===== config.mk =====
export PLATFORM = sky130hd
export DESIGN_NAME = nibble_frame_packer_flat
export DESIGN_NICKNAME = d
export VERILOG_FILES = /design/src/rtl/nibble_frame_packer_if.sv /design/src/rtl/nibble_frame_packer.sv /design/src/flat_wrapper.sv
export SDC_FILE = /design/constraint.sdc
export NUM_CORES = 1
export LEC_CHECK = 0
export ABC_AREA = 1
export CAP_MARGIN = 10
export CORE_UTILIZATION = 35
export DETAILED_ROUTE_END_ITERATION = 8
export MAX_ROUTING_LAYER = met4
export PLACE_DENSITY = 0.62
export RECOVER_POWER = 25
export SETUP_SLACK_MARGIN = 0.4
export SLEW_MARGIN = 40
export SYNTH_ARGS = -nofsm -noshare
export SYNTH_HDL_FRONTEND = slang
export SYNTH_SLANG_ARGS = --single-unit

===== constraint.sdc =====
create_clock -name clk -period 21.8 [get_ports clk]
set_input_delay 3.27 -clock clk [delete_from_list [all_inputs] [get_ports clk]]
set_output_delay 3.27 -clock clk [all_outputs]
set_load 0.01 [all_outputs]

===== src/rtl/nibble_frame_packer_if.sv =====
// rtl/nibble_frame_packer_if.sv - operand stream and frame handoff bundle for nibble_frame_packer
// master = operand source / adder-tree side, slave = the packer.
interface nibble_frame_packer_if #(
  parameter int NIBBLES = 128,
  parameter int CNT_W   = 8
);
  logic                   in_valid;
  logic                   in_ready;
  logic [3:0]             in_data;
  logic                   in_last;
  logic [4*NIBBLES-1:0]   arr_out;
  logic                   arr_valid;
  logic                   arr_ready;
  logic [CNT_W-1:0]       fill_cnt;
  logic [11:0]            ref_sum;

  modport master (
    output in_valid, in_data, in_last, arr_ready,
    input  in_ready, arr_out, arr_valid, fill_cnt, ref_sum
  );

  modport slave (
    input  in_valid, in_data, in_last, arr_ready,
    output in_ready, arr_out, arr_valid, fill_cnt, ref_sum
  );
endinterface


===== src/rtl/nibble_frame_packer.sv =====
// rtl/nibble_frame_packer.sv - packs 4-bit operands into a 4*NIBBLES-bit frame for the nibble adder tree
// Optional RUNNING_SUM_EN adds a running operand sum on ref_sum (tied to zero otherwise).
module nibble_frame_packer #(
  parameter int NIBBLES = 128,
  parameter int CNT_W   = 8
) (
  input  logic                  clk,
  input  logic                  rst,
  nibble_frame_packer_if.slave  bus
);

  typedef enum logic {
    FILL = 1'b0,
    HOLD = 1'b1
  } state_t;

  state_t               state;
  state_t               state_next;
  logic                 ready;
  logic                 valid;
  logic                 accept;
  logic                 close;
  logic                 handoff;
  logic [4*NIBBLES-1:0] frame;
  logic [CNT_W-1:0]     cnt;

  assign accept  = bus.in_valid && (state == FILL);
  assign close   = bus.in_last || (cnt == CNT_W'(NIBBLES - 1));
  assign handoff = (state == HOLD) && bus.arr_ready;

  always_ff @(posedge clk or posedge rst) begin
    if (rst) begin
      state <= FILL;
    end else begin
      state <= state_next;
    end
  end

  always_comb begin
    state_next = state;
    ready      = 1'b0;
    valid      = 1'b0;
    case (state)
      FILL: begin
        ready = 1'b1;
        if (accept && close) begin
          state_next = HOLD;
        end
      end
      HOLD: begin
        valid = 1'b1;
        if (bus.arr_ready) begin
          state_next = FILL;
        end
      end
      default: state_next = FILL;
    endcase
  end

  // Clearing the whole frame at handoff is what zero-fills the tail of short frames.
  always_ff @(posedge clk or posedge rst) begin
    if (rst) begin
      frame <= '0;
      cnt   <= '0;
    end else if (handoff) begin
      frame <= '0;
      cnt   <= '0;
    end else if (accept) begin
      for (int k = 0; k < NIBBLES; k++) begin
        if (cnt == CNT_W'(k)) begin
          frame[4*k +: 4] <= bus.in_data;
        end
      end
      cnt <= cnt + CNT_W'(1);
    end
  end

`ifdef RUNNING_SUM_EN
  logic [11:0] sum;

  always_ff @(posedge clk or posedge rst) begin
    if (rst) begin
      sum <= '0;
    end else if (handoff) begin
      sum <= '0;
    end else if (accept) begin
      sum <= sum + {8'd0, bus.in_data};
    end
  end

  assign bus.ref_sum = sum;
`else
  assign bus.ref_sum = 12'd0;
`endif

  assign bus.in_ready  = ready;
  assign bus.arr_valid = valid;
  assign bus.arr_out   = frame;
  assign bus.fill_cnt  = cnt;

endmodule


===== src/flat_wrapper.sv =====
// flat-port wrapper written by rule: the top's interface ports become plain ports
module nibble_frame_packer_flat 
#(
  parameter int NIBBLES = 128,
  parameter int CNT_W   = 8
)
  (clk, rst, bus_in_valid, bus_in_data, bus_in_last, bus_arr_ready, bus_in_ready, bus_arr_out, bus_arr_valid, bus_fill_cnt, bus_ref_sum);
  nibble_frame_packer_if #(.NIBBLES(NIBBLES), .CNT_W(CNT_W)) bus_i ();
  input  logic clk;
  input  logic rst;
  input wire logic [$bits(bus_i.in_valid)-1:0] bus_in_valid;
  input wire logic [$bits(bus_i.in_data)-1:0] bus_in_data;
  input wire logic [$bits(bus_i.in_last)-1:0] bus_in_last;
  input wire logic [$bits(bus_i.arr_ready)-1:0] bus_arr_ready;
  output wire logic [$bits(bus_i.in_ready)-1:0] bus_in_ready;
  output wire logic [$bits(bus_i.arr_out)-1:0] bus_arr_out;
  output wire logic [$bits(bus_i.arr_valid)-1:0] bus_arr_valid;
  output wire logic [$bits(bus_i.fill_cnt)-1:0] bus_fill_cnt;
  output wire logic [$bits(bus_i.ref_sum)-1:0] bus_ref_sum;
  assign bus_i.in_valid = bus_in_valid;
  assign bus_i.in_data = bus_in_data;
  assign bus_i.in_last = bus_in_last;
  assign bus_i.arr_ready = bus_arr_ready;
  assign bus_in_ready = bus_i.in_ready;
  assign bus_arr_out = bus_i.arr_out;
  assign bus_arr_valid = bus_i.arr_valid;
  assign bus_fill_cnt = bus_i.fill_cnt;
  assign bus_ref_sum = bus_i.ref_sum;
  nibble_frame_packer #(.NIBBLES(NIBBLES), .CNT_W(CNT_W)) u_core (.clk(clk), .rst(rst), .bus(bus_i));
endmodule

==> flow_summary.json, run 1 <==
{
  "synth.lib_cells_used.distinct": 19,
  "cp_slowest_stage_delay_ns": 3.29,
  "fin_total_pwr_uw": 2270,
  "cts_hold_buffers": 0,
  "grt_start_max_net_pins": 145,
  "worst_skew_pair.late_latency_ns": 0.62,
  "ys_top_cells_by_count": "nand2_1 (1081), nand3_1 (631), dfrtp_1 (521)",
  "netlist_top_cells_area": "dfrtp_1 (60%), nand2_1 (19%), nand3_1 (14%), nor2_1 (2.2%), clkbuf_1 (1.3%)",
  "numClockSinks": 521,
  "pwr_density_cell_mw_per_mm2": 75.9,
  "grt_usage_pct": 29.1,
  "worst-path-max-fanout": 102,
  "nets": 3073,
  "timing.max_slew.rel_slack_pct": -214,
  "dominantRegCellSynth": "dfrtp_1",
  "crit_path_top_delay_cell": "clkbuf_1",
  "antenna_left": 0,
  "violations": "max-capacitance violations, max-slew violations",
  "dpl.hpwl_um": 60400,
  "leakage_uw": 0.0151,
  "status": "complete, but fails checks",
  "totalNegativeSetupSlack_ns": 0,
  "vias_per_cell": 5.23,
  "critical_path.endpoint_type": "async pin",
  "hold_path.class": "flop to flop",
  "routedWlPerCell_um": 22.9,
  "total_iterations_of_the_first_detailed_routing_run": 6,
  "tightest_slew_ns": 4.68,
  "route.detailed.drc": 0,
  "synth.ff_latch_count": 521,
  "critical_path.startpoint_type": "input pin",
  "timing.final.setup_violations": 0,
  "port_buffers": 530,
  "start_util_pct": 35.4,
  "routed_wirelength_um": 90400,
  "syn_inst": 2584,
  "coreArea_mm2": 0.0616,
  "boundaryPins": 543,
  "fin_crit_sh_pct": 46.9,
  "placement.setup.worst_slack_ns": 15.43,
  "grt_antenna_before_repair": 1,
  "cts_root_buffer": "clkbuf_16",
  "async_flop_share_pct": 100,
  "first_pass_grt_wire_length_um": 133000,
  "post-cts-setup-buffer-count": 0,
  "max-clock-path-buffers": 3,
  "synth-warning-count": 0,
  "cell_taking_the_most_area_after_synthesis": "dfrtp_1",
  "mappedNetlistArea_mm2": 0.0218,
  "drive_gt1_share_pct": 5.45,
  "grt_pass1_vias": 19900,
  "synthesis.area_per_instance_um2": 8.43,
  "final.setup.worst_slack_ns": 11.59,
  "cts.repair.resized": 0,
  "clock-skew-final_ns": 0.0202,
  "final.min_clock_period_ns": 10.21,
  "synth.yosys.seq_area_share_pct": 59.8,
  "ctsHtreeMaxLevel": 2,
  "crit_chain": "dlygate4sd3_1 > clkinvlp_2 > clkbuf_1",
  "cp_data_required_time_ns": 21.46,
  "cts_inserted_buffers": 57,
  "setup_repair_after_global_routing_missed_its_margin": "no",
  "critical_path_arrival_ns": 9.87,
  "grt_overflow_total": 0,
  "tritoncts_clock_tree": "built",
  "max_cap_violations": 4,
  "cts.clk_slew.worst_paths_ns": 0.06,
  "die_area_mm2": 0.0632,
  "die_height_um": 251,
  "yosys_top_cell_area_share_pct": 59.8,
  "vias": 20600,
  "chipWidth_um": 251,
  "vdd_drop_max_uv": 58.7,
  "diodes": 0,
  "globalplace.congestion": 0.893,
  "rows": 91,
  "max_clock_freq_mhz": 97.9,
  "synth_edf_count": 0,
  "flow.area_growth_from_synthesis_pct": 37.6,
  "initialDrtViolationCount": 1835,
  "final-hold-violation-count": 0,
  "post-synth-top-count-cell": "nand2_1",
  "final_max_slew_viol_count": 337,
  "timing_worst_setup_path_type": "input pin to async pin"
}
state kept, by name, indices dropped and copies added, names as in the netlist:
| signal | cells |
|---|---|
| u_core.state | 1 |
| u_core.bus.fill_cnt | 8 |
| u_core.bus.arr_out | 512 |
where the power goes:
| part | internal [uW] | switching (uW) |
|---|---|---|
| combinational | 68.8 | 185 |
| clock | 607 | 403 |
| sequential | 991 | 19.2 |
stage by stage:
step | util [%] | area (um^2) | hold WS, ns | std cells
after floorplan | - | 21800 | 0.535 | 2595
after global placement | 45.2 | 27800 | 0.481 | 3831
after detailed placement | 45.5 | 28000 | 0.486 | 3837
after CTS | 48.7 | 30000 | 0.499 | 3938
after global routing | 48.7 | 30000 | 0.520 | 3939
final | 48.7 | 30000 | 0.493 | 3939
critical path, delay by kind of cell:
kind     cells  cell delay [ns]
buf+inv      3             6.41
area by class of cell:
class / instances / area (um^2)
Clock inverter: 18 / 255
Clock buffer: 83 / 1700
Sequential cell: 521 / 13000
Inverter: 32 / 121
Multi-Input combinational cell: 1877 / 8080
Timing Repair Buffer: 571 / 5740
Tap cell: 837 / 1050
Fill cell: 5773 / 31600
cells in the final DEF, fill, tap and decap left out, types with 15 or more instances in the layout:
master           instances
nor2_1                 108
nand3_1                628
dfrtp_1                521
clkbuf_16               59
clkbuf_8                15
buf_4                   24
nand2_1               1080
inv_1                   27
clkdlybuf4s50_1        529
nor2_4                  15
kinds of logic after synthesis:
kind of cell	count (synthesis)	synth area share, %
AND/OR/NAND/NOR	1852	35.8
adder cells (fa/ha/maj)	4	0.230
flip-flops	521	59.8
AO/OA/AOI/OAI	9	0.230
buffers and inverters	197	3.89
other	1	0.0172
final timing paths:
kind / start / to / slack (ns) / cells past startpoint
max: rst / u_core.bus.arr_out[470] / 11.59 / 3
min: u_core.bus.arr_out[277] / u_core.bus.arr_out[277] / 0.49 / 2
max reg2reg: u_core.state / u_core.bus.arr_out[335] / 18.73 / 6
min reg2reg: u_core.bus.arr_out[277] / u_core.bus.arr_out[277] / 0.49 / 2
max in group clk: bus_arr_ready / u_core.bus.arr_out[335] / 16.07 / 7
min in group asynchronous: rst / u_core.bus.arr_out[64] / 4.51 / 2
metal layers:
metal  up-vias  wire length (um)  share of wire (%)  track usage (%)
li1       9282                 -                  -                -
met1     10100             35900                 40             36.6
met2       990             42400                 47             44.8
met3       207              7590                8.4             6.41
met4         0              4490                5.0             13.0
met5         -                 0                  0                -
(Power assumes the default switching activity.)
==> run 2: changes to the inputs <==
- PLACE_DENSITY: 0.62 -> 0.64
- clock period: 21.8 -> 8.5 ns (I/O delays scaled with it)
==> flow_summary.json, run 2 (synthesis gave the netlist of run 1 again) <==
{
  "boundaryPins": 543,
  "max-clock-path-buffers": 3,
  "cts.repair.resized": 0,
  "critical_path_buf_inv_count": 4,
  "fillers": 5780,
  "chipWidth_um": 251,
  "placed_cell_area_mm2": 0.0280,
  "final-hold-violation-count": 0,
  "cts_hold_buffers": 0,
  "grt_pass1_vias": 19600,
  "globalplace.congestion": 0.890,
  "timing.max_slew.rel_slack_pct": -163,
  "final.min_clock_period_ns": 5.75,
  "initialDrtViolationCount": 2054,
  "timing.critical_path.depth": 7,
  "worst_path_dominant_cell_family": "buffers and inverters",
  "diodes": 0,
  "violations": "max-capacitance violations, max-slew violations",
  "grt_start_max_net_pins": 185,
  "vias_per_cell": 5.23,
  "hold_path.class": "flop to flop",
  "worst-path-max-fanout": 86,
  "die_area_mm2": 0.0632,
  "max_clock_freq_mhz": 174,
  "cp_data_required_time_ns": 9.05,
  "numClockSinks": 521,
  "coreArea_mm2": 0.0616,
  "critical_path.startpoint_type": "input pin",
  "route.detailed.drc": 0,
  "stdcell_area_mm2": 0.0299,
  "status": "complete, but fails checks",
  "vias": 20600,
  "tightest_slew_ns": 3.95,
  "antenna_left": 0,
  "nets": 3071,
  "crit_chain": "clkdlybuf4s50_1 > nand2_4 > clkbuf_1 > buf_4 > buf_12 > nand3_1 > nand2_1",
  "ctsHtreeMaxLevel": 2,
  "layout_commonest_cell": "nand2_1",
  "totalNegativeSetupSlack_ns": 0,
  "placement.setup.worst_slack_ns": 3.98,
  "critical_path.endpoint_type": "flop",
  "total_iterations_of_the_first_detailed_routing_run": 9,
  "hold_end": "u_core.bus.arr_out[454]",
  "vdd_drop_max_uv": 144,
  "worstRegToRegCells": 6,
  "clock-skew-final_ns": 0.0183,
  "timing.rr.start": "u_core.state",
  "timing_worst_setup_path_type": "input pin to flop",
  "start_util_pct": 35.4,
  "port_buffers": 530,
  "grt_usage_pct": 28.5,
  "cts.clk_slew.worst_paths_ns": 0.06,
  "first_pass_grt_wire_length_um": 130000,
  "die_height_um": 251,
  "leakage_uw": 0.0150,
  "worst_skew_pair.late_latency_ns": 0.62,
  "rows": 91,
  "flow.area_growth_from_synthesis_pct": 37.1,
  "min_path_cells": 2,
  "tritoncts_clock_tree": "built",
  "reg_to_reg_slack_setup_ns": 3.44,
  "cts_root_buffer": "clkbuf_16",
  "hold_path.startpoint": "u_core.bus.arr_out[454]",
  "setup_repair_after_global_routing_missed_its_margin": "no",
  "post-cts-setup-buffer-count": 0,
  "drive_gt1_share_pct": 5.32,
  "pwr_density_cell_mw_per_mm2": 192,
  "final.setup.worst_slack_ns": 2.75,
  "cp_slowest_stage_delay_ns": 2.78,
  "cts_inserted_buffers": 56,
  "largest_register_ffs": 512,
  "hold_ws_ns": 0.493,
  "max_cap_violations": 3,
  "fin_crit_sh_pct": 67.7,
  "crit_path_top_delay_cell": "clkbuf_1",
  "dpl.hpwl_um": 58900,
  "routedWlPerCell_um": 22.8,
  "timing.final.setup_violations": 0,
  "routed_wirelength_um": 89900,
  "mostFrequentLayoutCells": "nand2_1 (1080), nand3_1 (625), clkdlybuf4s50_1 (525), dfrtp_1 (521), nor2_1 (109)",
  "grt_antenna_before_repair": 1,
  "grt_overflow_total": 0,
  "r2r-end": "u_core.bus.arr_out[287]",
  "critical_path_arrival_ns": 6.30,
  "final_max_slew_viol_count": 159
}
## run 2: per-stage QoR
stage / power [uW] / cells / util (%)
floorplan: 2920 / 2595 / -
global placement: 3250 / 3832 / 45.2
detailed placement: 3280 / 3834 / 45.5
CTS: 5750 / 3936 / 48.4
global route: 5890 / 3939 / 48.5
finish: 5720 / 3939 / 48.5
## run 2: area by class of cell
type                    instances  area [um^2]  share of cell area (%)
clock buffers                  88         1680                    5.64
clock inverters                14          160                   0.536
inverters                      32          124                   0.415
multi-input cells            1877         8090                    27.1
flip-flops and latches        521        13000                    43.7
well taps                     837         1050                    3.51
repair buffers                570         5720                    19.2
## run 2: report_power, final
| group | switching [uW] | internal [uW] | total, uW |
|---|---|---|---|
| logic | 477 | 177 | 654 |
| registers | 48.1 | 2540 | 2590 |
| clock network | 1030 | 1440 | 2480 |
## run 2: worst register-to-register path, stage by stage (launching register included)
cell      delay [ns]
dfrtp_1         0.44
nand2_4         0.48
clkbuf_1        2.80
buf_4           0.72
buf_12          0.31
nand3_1         0.16
nand2_1         0.09
## run 2: worst max path at each step
stage / end / start / slack [ns]
floorplan: u_core.bus.arr_out[0] / rst / 0.15
global placement: u_core.bus.arr_out[301] / bus_arr_ready / 3.89
detailed placement: u_core.bus.arr_out[348] / bus_arr_ready / 3.98
CTS: u_core.bus.arr_out[348] / bus_arr_ready / 4.62
global route: u_core.bus.arr_out[287] / bus_arr_ready / 2.53
finish: u_core.bus.arr_out[287] / bus_arr_ready / 2.75
## run 2: layer usage
metal	vias to the layer above	part of all wire (%)	wire, um	track usage (%)
met4	0	5.1	4570	13.5
met2	1023	46	41700	43.6
met1	10100	40	36200	36.0
li1	9279	-	-	-
met3	212	8.3	7450	6.34
met5	-	0	0	-
